===== src/rtl/seq_det_pkg.sv =====
// Shared constants, context type and helpers for the time-multiplexed sequence detector.
// Default configuration values live here; the optional match counters use CNT_W.
package seq_det_pkg;

    localparam int DEF_NCH = 4;
    localparam int DEF_PAT_LEN = 3;
    localparam logic [DEF_PAT_LEN-1:0] DEF_PATTERN = 3'b110;

    localparam int CH_W = $clog2(DEF_NCH);
    localparam int FILL_W = $clog2(DEF_PAT_LEN + 1);
    localparam int CNT_W = 8;

    typedef struct packed {
        logic [DEF_PAT_LEN-1:0] hist;
        logic [FILL_W-1:0]      fill;
    } ctx_t;

    function automatic logic [CNT_W-1:0] sat_inc(input logic [CNT_W-1:0] v);
        return (v == {CNT_W{1'b1}}) ? v : v + 1'b1;
    endfunction

endpackage


===== src/rtl/seq_det_sched_rr_arbiter.sv =====
// Round-robin arbiter: one-hot grant to the first requester strictly after the
// last winner; the pointer holds when nobody requests.
module rr_arbiter #(
    parameter int N = 4,
    localparam int PW = $clog2(N)
) (
    input  logic         clk,
    input  logic         reset,
    input  logic [N-1:0] req,
    output logic [N-1:0] gnt
);

    logic [PW-1:0] ptr_q;
    logic [PW-1:0] ptr_d;
    logic          found;
    int            idx;

    always_comb begin
        gnt   = '0;
        ptr_d = ptr_q;
        found = 1'b0;
        idx   = 0;
        for (int k = 1; k <= N; k++) begin
            idx = int'(ptr_q) + k;
            if (idx >= N) begin
                idx = idx - N;
            end
            if (!found && req[idx]) begin
                gnt[idx] = 1'b1;
                ptr_d    = PW'(idx);
                found    = 1'b1;
            end
        end
    end

    // Pointer starts at the top index so channel 0 is served first after reset.
    always_ff @(posedge clk) begin
        if (reset) begin
            ptr_q <= PW'(N - 1);
        end else begin
            ptr_q <= ptr_d;
        end
    end

endmodule


===== src/rtl/seq_det_sched.sv =====
// One Moore pattern detector shared round-robin across NCH serial channels.
// Optional per-channel saturating match counters: define SEQ_DET_MATCH_CNT_EN.
module seq_det_sched
    import seq_det_pkg::*;
#(
    parameter int NCH = DEF_NCH,
    parameter int PAT_LEN = DEF_PAT_LEN,
    parameter logic [PAT_LEN-1:0] PATTERN = DEF_PATTERN,
    localparam int CW = $clog2(NCH)
) (
    input  logic           clk,
    input  logic           reset,
    input  logic [NCH-1:0] in_valid,
    input  logic [NCH-1:0] in_bit,
    output logic [NCH-1:0] in_ready,
    input  logic [NCH-1:0] ch_clr,
    output logic [NCH-1:0] match_out,
    output logic           det_valid,
    output logic [CW-1:0]  det_ch
`ifdef SEQ_DET_MATCH_CNT_EN
    ,
    input  logic [CW-1:0]    cnt_sel,
    output logic [CNT_W-1:0] cnt_out
`endif
);

    localparam int FW = $clog2(PAT_LEN + 1);
    localparam logic [FW-1:0] FILL_FULL = FW'(PAT_LEN);

    logic [PAT_LEN-1:0] hist_q [NCH];
    logic [PAT_LEN-1:0] hist_d [NCH];
    logic [FW-1:0]      fill_q [NCH];
    logic [FW-1:0]      fill_d [NCH];
    logic [NCH-1:0]     match_q;
    logic [NCH-1:0]     match_d;
    logic               det_valid_q;
    logic               det_valid_d;
    logic [CW-1:0]      det_ch_q;
    logic [CW-1:0]      det_ch_d;
    logic [NCH-1:0]     eligible;
    logic [PAT_LEN-1:0] next_hist;
    logic [FW-1:0]      next_fill;

    // A clearing channel must not be granted, so its bit stays for a later cycle.
    assign eligible = in_valid & ~ch_clr & {NCH{~reset}};

    rr_arbiter #(
        .N(NCH)
    ) u_arb (
        .clk  (clk),
        .reset(reset),
        .req  (eligible),
        .gnt  (in_ready)
    );

    always_comb begin
        match_d     = match_q;
        det_valid_d = 1'b0;
        det_ch_d    = det_ch_q;
        next_hist   = '0;
        next_fill   = '0;
        for (int i = 0; i < NCH; i++) begin
            hist_d[i] = hist_q[i];
            fill_d[i] = fill_q[i];
        end
        for (int i = 0; i < NCH; i++) begin
            next_hist = {hist_q[i][PAT_LEN-2:0], in_bit[i]};
            next_fill = (fill_q[i] == FILL_FULL) ? fill_q[i] : fill_q[i] + 1'b1;
            if (ch_clr[i]) begin
                hist_d[i]  = '0;
                fill_d[i]  = '0;
                match_d[i] = 1'b0;
            end else if (in_ready[i]) begin
                hist_d[i]  = next_hist;
                fill_d[i]  = next_fill;
                // The fill requirement stops leading-zero patterns matching a cleared history.
                match_d[i] = (next_hist == PATTERN) && (next_fill == FILL_FULL);
                if (match_d[i]) begin
                    det_valid_d = 1'b1;
                    det_ch_d    = CW'(i);
                end
            end
        end
    end

    always_ff @(posedge clk) begin
        if (reset) begin
            for (int i = 0; i < NCH; i++) begin
                hist_q[i] <= '0;
                fill_q[i] <= '0;
            end
            match_q     <= '0;
            det_valid_q <= 1'b0;
            det_ch_q    <= '0;
        end else begin
            for (int i = 0; i < NCH; i++) begin
                hist_q[i] <= hist_d[i];
                fill_q[i] <= fill_d[i];
            end
            match_q     <= match_d;
            det_valid_q <= det_valid_d;
            det_ch_q    <= det_ch_d;
        end
    end

    assign match_out = match_q;
    assign det_valid = det_valid_q;
    assign det_ch    = det_ch_q;

`ifdef SEQ_DET_MATCH_CNT_EN
    logic [CNT_W-1:0] cnt_q [NCH];
    logic [CNT_W-1:0] cnt_d [NCH];
    logic [CNT_W-1:0] cnt_out_q;
    logic [CNT_W-1:0] cnt_out_d;

    // Counters follow the registered detection pulse, so they trail det_valid by one edge.
    always_comb begin
        cnt_out_d = '0;
        for (int i = 0; i < NCH; i++) begin
            cnt_d[i] = cnt_q[i];
            if (ch_clr[i]) begin
                cnt_d[i] = '0;
            end else if (det_valid_q && (det_ch_q == CW'(i))) begin
                cnt_d[i] = sat_inc(cnt_q[i]);
            end
            if (cnt_sel == CW'(i)) begin
                cnt_out_d = cnt_q[i];
            end
        end
    end

    always_ff @(posedge clk) begin
        if (reset) begin
            for (int i = 0; i < NCH; i++) begin
                cnt_q[i] <= '0;
            end
            cnt_out_q <= '0;
        end else begin
            for (int i = 0; i < NCH; i++) begin
                cnt_q[i] <= cnt_d[i];
            end
            cnt_out_q <= cnt_out_d;
        end
    end

    assign cnt_out = cnt_out_q;
`endif

endmodule


===== config.mk =====
export PLATFORM = sky130hd
export DESIGN_NAME = seq_det_sched
export DESIGN_NICKNAME = d
export VERILOG_FILES = /design/src/rtl/seq_det_pkg.sv /design/src/rtl/seq_det_sched_rr_arbiter.sv /design/src/rtl/seq_det_sched.sv
export SDC_FILE = /design/constraint.sdc
export NUM_CORES = 1
export LEC_CHECK = 0
export CAP_MARGIN = 20
export CELL_PAD_IN_SITES_DETAIL_PLACEMENT = 1
export CELL_PAD_IN_SITES_GLOBAL_PLACEMENT = 1
export CORE_MARGIN = 1.5
export CORE_UTILIZATION = 38
export CTS_BUF_LIST = sky130_fd_sc_hd__clkbuf_8
export DETAILED_ROUTE_END_ITERATION = 16
export PLACE_DENSITY = 0.75
export SLEW_MARGIN = 10
export SYNTH_ARGS = -nofsm -noshare
export SYNTH_HDL_FRONTEND = slang
export SYNTH_HIERARCHICAL = 1
export SYNTH_SLANG_ARGS = --single-unit
export TNS_END_PERCENT = 20

===== constraint.sdc =====
create_clock -name clk -period 2.87 [get_ports clk]
set_input_delay 0.574 -clock clk [delete_from_list [all_inputs] [get_ports clk]]
set_output_delay 0.574 -clock clk [all_outputs]
set_load 0.005 [all_outputs]

Yosys cells after proc, flatten, opt, wreduce, memory -nomap -nowiden
Memory sizes are Yosys's and may differ from the RTL's. Cells that the tools add are included.

Add/subtract/negate cells: 12. Multipliers: 0. Div/mod/pow operators: 0. Order comparisons: 12. Equal/unequal tests: 12. Shift-type cells: 0. Mux-type cells: 90. Bitwise gates (word level): 15. Reductions and logical operators: 19.

Operators by type and width (number): $ge A32 B1 Y1 const B (4); $ge A32 B4 Y1 const B (4); $lt A32 B4 Y1 const B (4); $mux W32 (4); $sub A32 B4 Y32 const B (4); $mux W2 (32); $mux W3 (12); $mux W1 (30); $eq A2 B2 Y1 const B (8); $mux W4 (4); $eq A3 B3 Y1 const B (4); $or A4 B4 Y4 (3); $logic_and A1 B1 Y1 (11); $add A2 B1 Y2 const B (4); $and A4 B4 Y4 (2); $bmux W1 S2 (4); $demux W1 S2 (4); $or A1 B1 Y1 (8); $reduce_or A2 Y1 (4); $add A2 B2 Y3 const B (2); $add A2 B3 Y4 const B (1); $not A4 Y4 (1); $reduce_bool A4 Y1 (1); $add A2 B1 Y3 const B (1); 2 further kinds (4).

Register bits after elaboration: 9. Bits in latches: 0. Bits in writable memories: 20. Bits in read-only memories: 0. Bits of input ports: 14. Word-level logic and storage cells: 169. Memories: 2.

Memories: hist_q (depth 4, bits a word 3, read ports 4, clocked after memory_dff 0, wr ports 4, RTL line seq_det_sched.sv:30) `logic [PAT_LEN-1:0] hist_q [NCH];`; fill_q (depth 4, bits a word 2, read ports 4, clocked after memory_dff 0, wr ports 4, RTL line seq_det_sched.sv:32) `logic [FW-1:0] fill_q [NCH];`.

Longest topological paths before layout
Depth in word-level cells: 27. Depth in mapped cells: 12. Depth with buffers taken out: 9.

Hierarchy
Netlist, hierarchy kept.

By module, submodules not included: seq_det_sched (instances 1, cells an instance 108, area each 999.7 µm², seq. area each 460.4 µm²); rr_arbiter (instances 1, cells an instance 75, area each 600.6 µm², seq. area each 40.0 µm²).

Worst setup path before layout
No wires, ideal clock.

Kind: input port to flip-flop. Start: input port reset. End: register det_ch_q[0] (netlist: det_ch[0]). Arrival time: 3.037 ns. Required time: 2.782 ns. Slack: -0.255 ns. Stages on the path: 11. Cells stage by stage: buf_2 > clkbuf_1 > nor3b_1 > or3b_1 > a211o_1 > o21ai_2 > o2bb2ai_1 > buf_4 > nand2b_1 > or2_1 > a311oi_2.

RTL lines: start: declaration (RTL line seq_det_sched.sv:12) `input logic reset,`; $not A1 Y1 * (RTL line seq_det_sched.sv:45) `assign eligible = in_valid & ~ch_clr & {NCH{~reset}};`; $and A4 B4 Y4 * (RTL line seq_det_sched.sv:45); net eligible[2] (RTL line seq_det_sched.sv:40) `logic [NCH-1:0] eligible;`; $bmux W1 S2 (RTL line seq_det_sched_rr_arbiter.sv:28) `if (!found && req[idx]) begin`; $mux W1 (implied by the code) (2 in a row) (RTL line seq_det_sched_rr_arbiter.sv:28); $mux W1 (RTL line seq_det_sched_rr_arbiter.sv:28); $logic_not A1 Y1 (RTL line seq_det_sched_rr_arbiter.sv:28); $logic_and A1 B1 Y1 (RTL line seq_det_sched_rr_arbiter.sv:28); [... 7 more ...]; net in_ready[1] (RTL line seq_det_sched.sv:15) `output logic [NCH-1:0] in_ready,`; $mux W2 * (RTL line seq_det_sched.sv:73) `end else if (in_ready[i]) begin`; $mux W2 * (RTL line seq_det_sched.sv:69) `if (ch_clr[i]) begin`; $mux W2 (RTL line seq_det_sched.sv:78) `if (match_d[i]) begin`; $mux W2 (RTL line seq_det_sched.sv:73); $mux W2 * (RTL line seq_det_sched.sv:69); $mux W2 (RTL line seq_det_sched.sv:78); $mux W2 (RTL line seq_det_sched.sv:73); $mux W2 * (RTL line seq_det_sched.sv:69); end signal: assignment (RTL line seq_det_sched.sv:102) `det_ch_q <= det_ch_d;`; end: declaration (RTL line seq_det_sched.sv:38) `logic [CW-1:0] det_ch_q;`.

Mark *: on every way through the listed nets, which the timed path passes. The rest lies on a longest branch. The select of a mux whose other input is x is not followed. A chain may end at the register's enable or synchronous reset.

Worst setup path after layout
Start: input port reset. End: output port in_ready[1].

Cells in the longest elaborated chain, start to end: 15.

RTL lines (RTL line): $not A1 Y1 * (seq_det_sched.sv:45); $and A4 B4 Y4 * (seq_det_sched.sv:45); net eligible[1] (seq_det_sched.sv:40); $bmux W1 S2 (seq_det_sched_rr_arbiter.sv:28); $mux W1 (implied by the code) (2 in a row) (seq_det_sched_rr_arbiter.sv:28); $mux W1 (seq_det_sched_rr_arbiter.sv:28); $logic_not A1 Y1 (seq_det_sched_rr_arbiter.sv:28); $logic_and A1 B1 Y1 (seq_det_sched_rr_arbiter.sv:28); $mux W1 (seq_det_sched_rr_arbiter.sv:28); $logic_not A1 Y1 (seq_det_sched_rr_arbiter.sv:28); $logic_and A1 B1 Y1 (seq_det_sched_rr_arbiter.sv:28); $mux W1 (seq_det_sched_rr_arbiter.sv:28); $logic_not A1 Y1 (seq_det_sched_rr_arbiter.sv:28); $logic_and A1 B1 Y1 (seq_det_sched_rr_arbiter.sv:28); $mux W4 * (seq_det_sched_rr_arbiter.sv:28); end: declaration (seq_det_sched.sv:15).

Marks and branches as above.

==> impl_metrics.tcl <==
set metrics [dict create \
    yosysSeqAreaShare 0.313 \
    place.gp.congestion 0.828 \
    p_per_area_nw_per_um2 680 \
    dp_slack_ps -935 \
    power.internal_uw 988 \
    drive_gt1_frac 0.377 \
    cts_root_buf "clkbuf_8" \
    postLayoutCoreUtil 0.604 \
    min_period_ps 2820 \
    syn-num-nets 205 \
    avgViaCountPerCell 5.58 \
    cts_tree "done" \
    yosysWarnings 6 \
    wl_mm 5.50 \
    finalCritPeriodShare 0.983 \
    grt_max_degree 23 \
    diodes 0 \
    min_path_type "register to register" \
    synth_common_cells "25 x dfxtp_1, 19 x nor2_1, 15 x mux2i_1" \
    worst_pin_slew_ps 340 \
    clock_power_share 0.124 \
    cts_made_buffers 3 \
    r2r_start "u_arb/ptr_q[0]" \
    hold_viol 0 \
    h-tree-depth 1 \
    setup_tns_ps 0 \
    rows 23 \
    initial_utilization 0.397 \
    grt_pass1_vias 1741 \
    coreArea_um2 4030 \
    antenna_found_initial 0 \
    peakVddDrop_v 0.000282 \
    syn-cell-area_um2 1600 \
    dr.pass1.iters 4 \
    combPwrFrac 0.635 \
    clock_latency_ps 270 \
    hpwl_mm 3.60 \
    grt_setup_unrepaired "yes" \
    fill_cells 470 \
    syn_to_final_growth_pct 52.1 \
    postCtsHoldBufs 0 \
    cts.clk_slew.worst_paths_ps 80 \
    vias 1614 \
    cp-start-kind "input pin" \
    switching_share 0.403 \
    port_buffers 24 \
    crit_fanout 7 \
    min_from "fill_q[3][0]" \
    timing.fmax_mhz 355 \
    synth-edff-count 0 \
    io_pins 25 \
    seq_power_share 0.242 \
    finalNetCount 262 \
    chipWidth_um 67.9 \
    synth_top_area_share 0.313 \
    drc_errors 0 \
    wl_per_cell_um 19.0 \
    required_ps 2300 \
    gr-total-overflow 0 \
    drt_iter0_markers 35 \
    relSlewSlack 0.773 \
    status "finished, final reports clean" \
    synth.most_common_cell "dfxtp_1" \
    synth-seq-cells 25 \
    setup_viol 0 \
    crit_arrival_ps 2250 \
    p_leak_nw 0.986 \
    die-area_um2 4610 \
    ys_types 43 \
    startpoint "reset" \
    finClkSkew_ps 5.27 \
    die_y_um 67.9 \
    yosys.area.top_type "dfxtp_1" \
    maxCapViolCount 0 \
    async_flop_share 0 \
    synthCells 183 \
    p_switching_uw 666 \
    synthFlopType "dfxtp_1" \
    grt_pass1_wl_mm 8.40 \
    antenna_left 0 \
    yosys-top-cells-area "dfxtp_1 31%, mux2i_1 9.4%, ha_1 6.3%, nor2_1 4.5%, nand2b_1 3.5%" \
    cts_sinks 25 \
    track_usage 0.243 \
    crit_type "input pin to primary output" \
    drv_slew 0 \
    setup_ws_ps 49.2 \
    cts_max_path_buffers 2 \
    synth_area_per_cell_um2 8.74 \
    end_kind "primary output" \
]
[sequential cells by signal, indices dropped and copies added, names as in the netlist]
name         flops
fill_q           8
hist_q           8
match_out        4
det_ch           2
u_arb/ptr_q      2
det_valid        1
[worst paths after layout]
kind	end	slack [ps]	depth (start not counted)
setup / recovery	in_ready[1]	50	9
hold / removal	fill_q[3][0]	510	2
setup reg to reg	det_ch[0]	170	11
hold reg to reg	fill_q[3][0]	510	2
[metal layers]
| layer | part of all wire | up-vias | GRT usage |
|---|---|---|---|
| met5 | 0 | - | 0 |
| met3 | 0.034 | 8 | 0.0428 |
| li1 | - | 764 | - |
| met2 | 0.52 | 35 | 0.461 |
| met1 | 0.43 | 807 | 0.291 |
| met4 | 0.012 | 0 | 0.0325 |
[logic make-up (layout without fill, tap and decap cells)]
group	after synthesis	after routing	share of synthesized area
AND/OR/NAND/NOR	80	80	0.288
AO/OA/AOI/OAI	32	32	0.147
flip-flops	25	25	0.313
multiplexers	20	20	0.136
buffers and inverters	18	74	0.0539
adder cells (fa/ha/maj)	8	8	0.0626
[critical path, cell delays in order]
cell,delay [ps]
buf_6,130
or2_4,150
nor2_4,50
mux4_2,500
buf_6,160
a2111oi_4,320
buf_4,170
o2bb2ai_4,60
buf_2,130
[power by group through the flow]
| stage | registers [mW] | logic (mW) | clock network [mW] |
|---|---|---|---|
| after CTS | 0.392 | 0.926 | 0.211 |
| after floorplan | 0.404 | 0.544 | 0 |
| after detailed placement | 0.400 | 0.815 | 0 |
| final | 0.400 | 1.05 | 0.205 |
| after global placement | 0.397 | 0.774 | 0 |
| after global routing | 0.402 | 1.12 | 0.223 |
[layout by cell type (no fill, tap or decap), drive strengths merged, types with 9 or more instances in the layout]
| cell type | n |
|---|---|
| nor2 | 19 |
| nor3 | 10 |
| clkdlybuf4s50 | 11 |
| buf | 44 |
| nand2b | 9 |
| dfxtp | 25 |
| mux2i | 15 |
| nand2 | 11 |
[metrics by stage]
step	hold WS, ps	std cells	cell area, um^2	power (mW)
final	515	289	2430	1.65
after global routing	539	289	2430	1.74
after CTS	518	284	2360	1.53
after detailed placement	503	274	2120	1.21
after global placement	475	274	2120	1.17
after floorplan	459	183	1690	0.948
[area by class of cell]
cell class | count | area (um^2) | share of cell area
multi-input cells | 140 | 1270 | 0.521
clock inverters | 1 | 3.75 | 0.00154
well taps | 50 | 62.6 | 0.0257
clock buffers | 3 | 41.3 | 0.0170
inverters | 7 | 26.3 | 0.0108
repair buffers | 63 | 528 | 0.217
flip-flops and latches | 25 | 503 | 0.207
[what timing repair did]
item                                    4_1_cts  5_1_grt
gates resized for setup                      64       26
endpoints found under the setup margin       25        6
cloned                                        0        0
hold endpoints to repair                      0        0
pin swaps                                    13       12
buffers inserted                              7        5
Power figures use the tool's default switching activity.
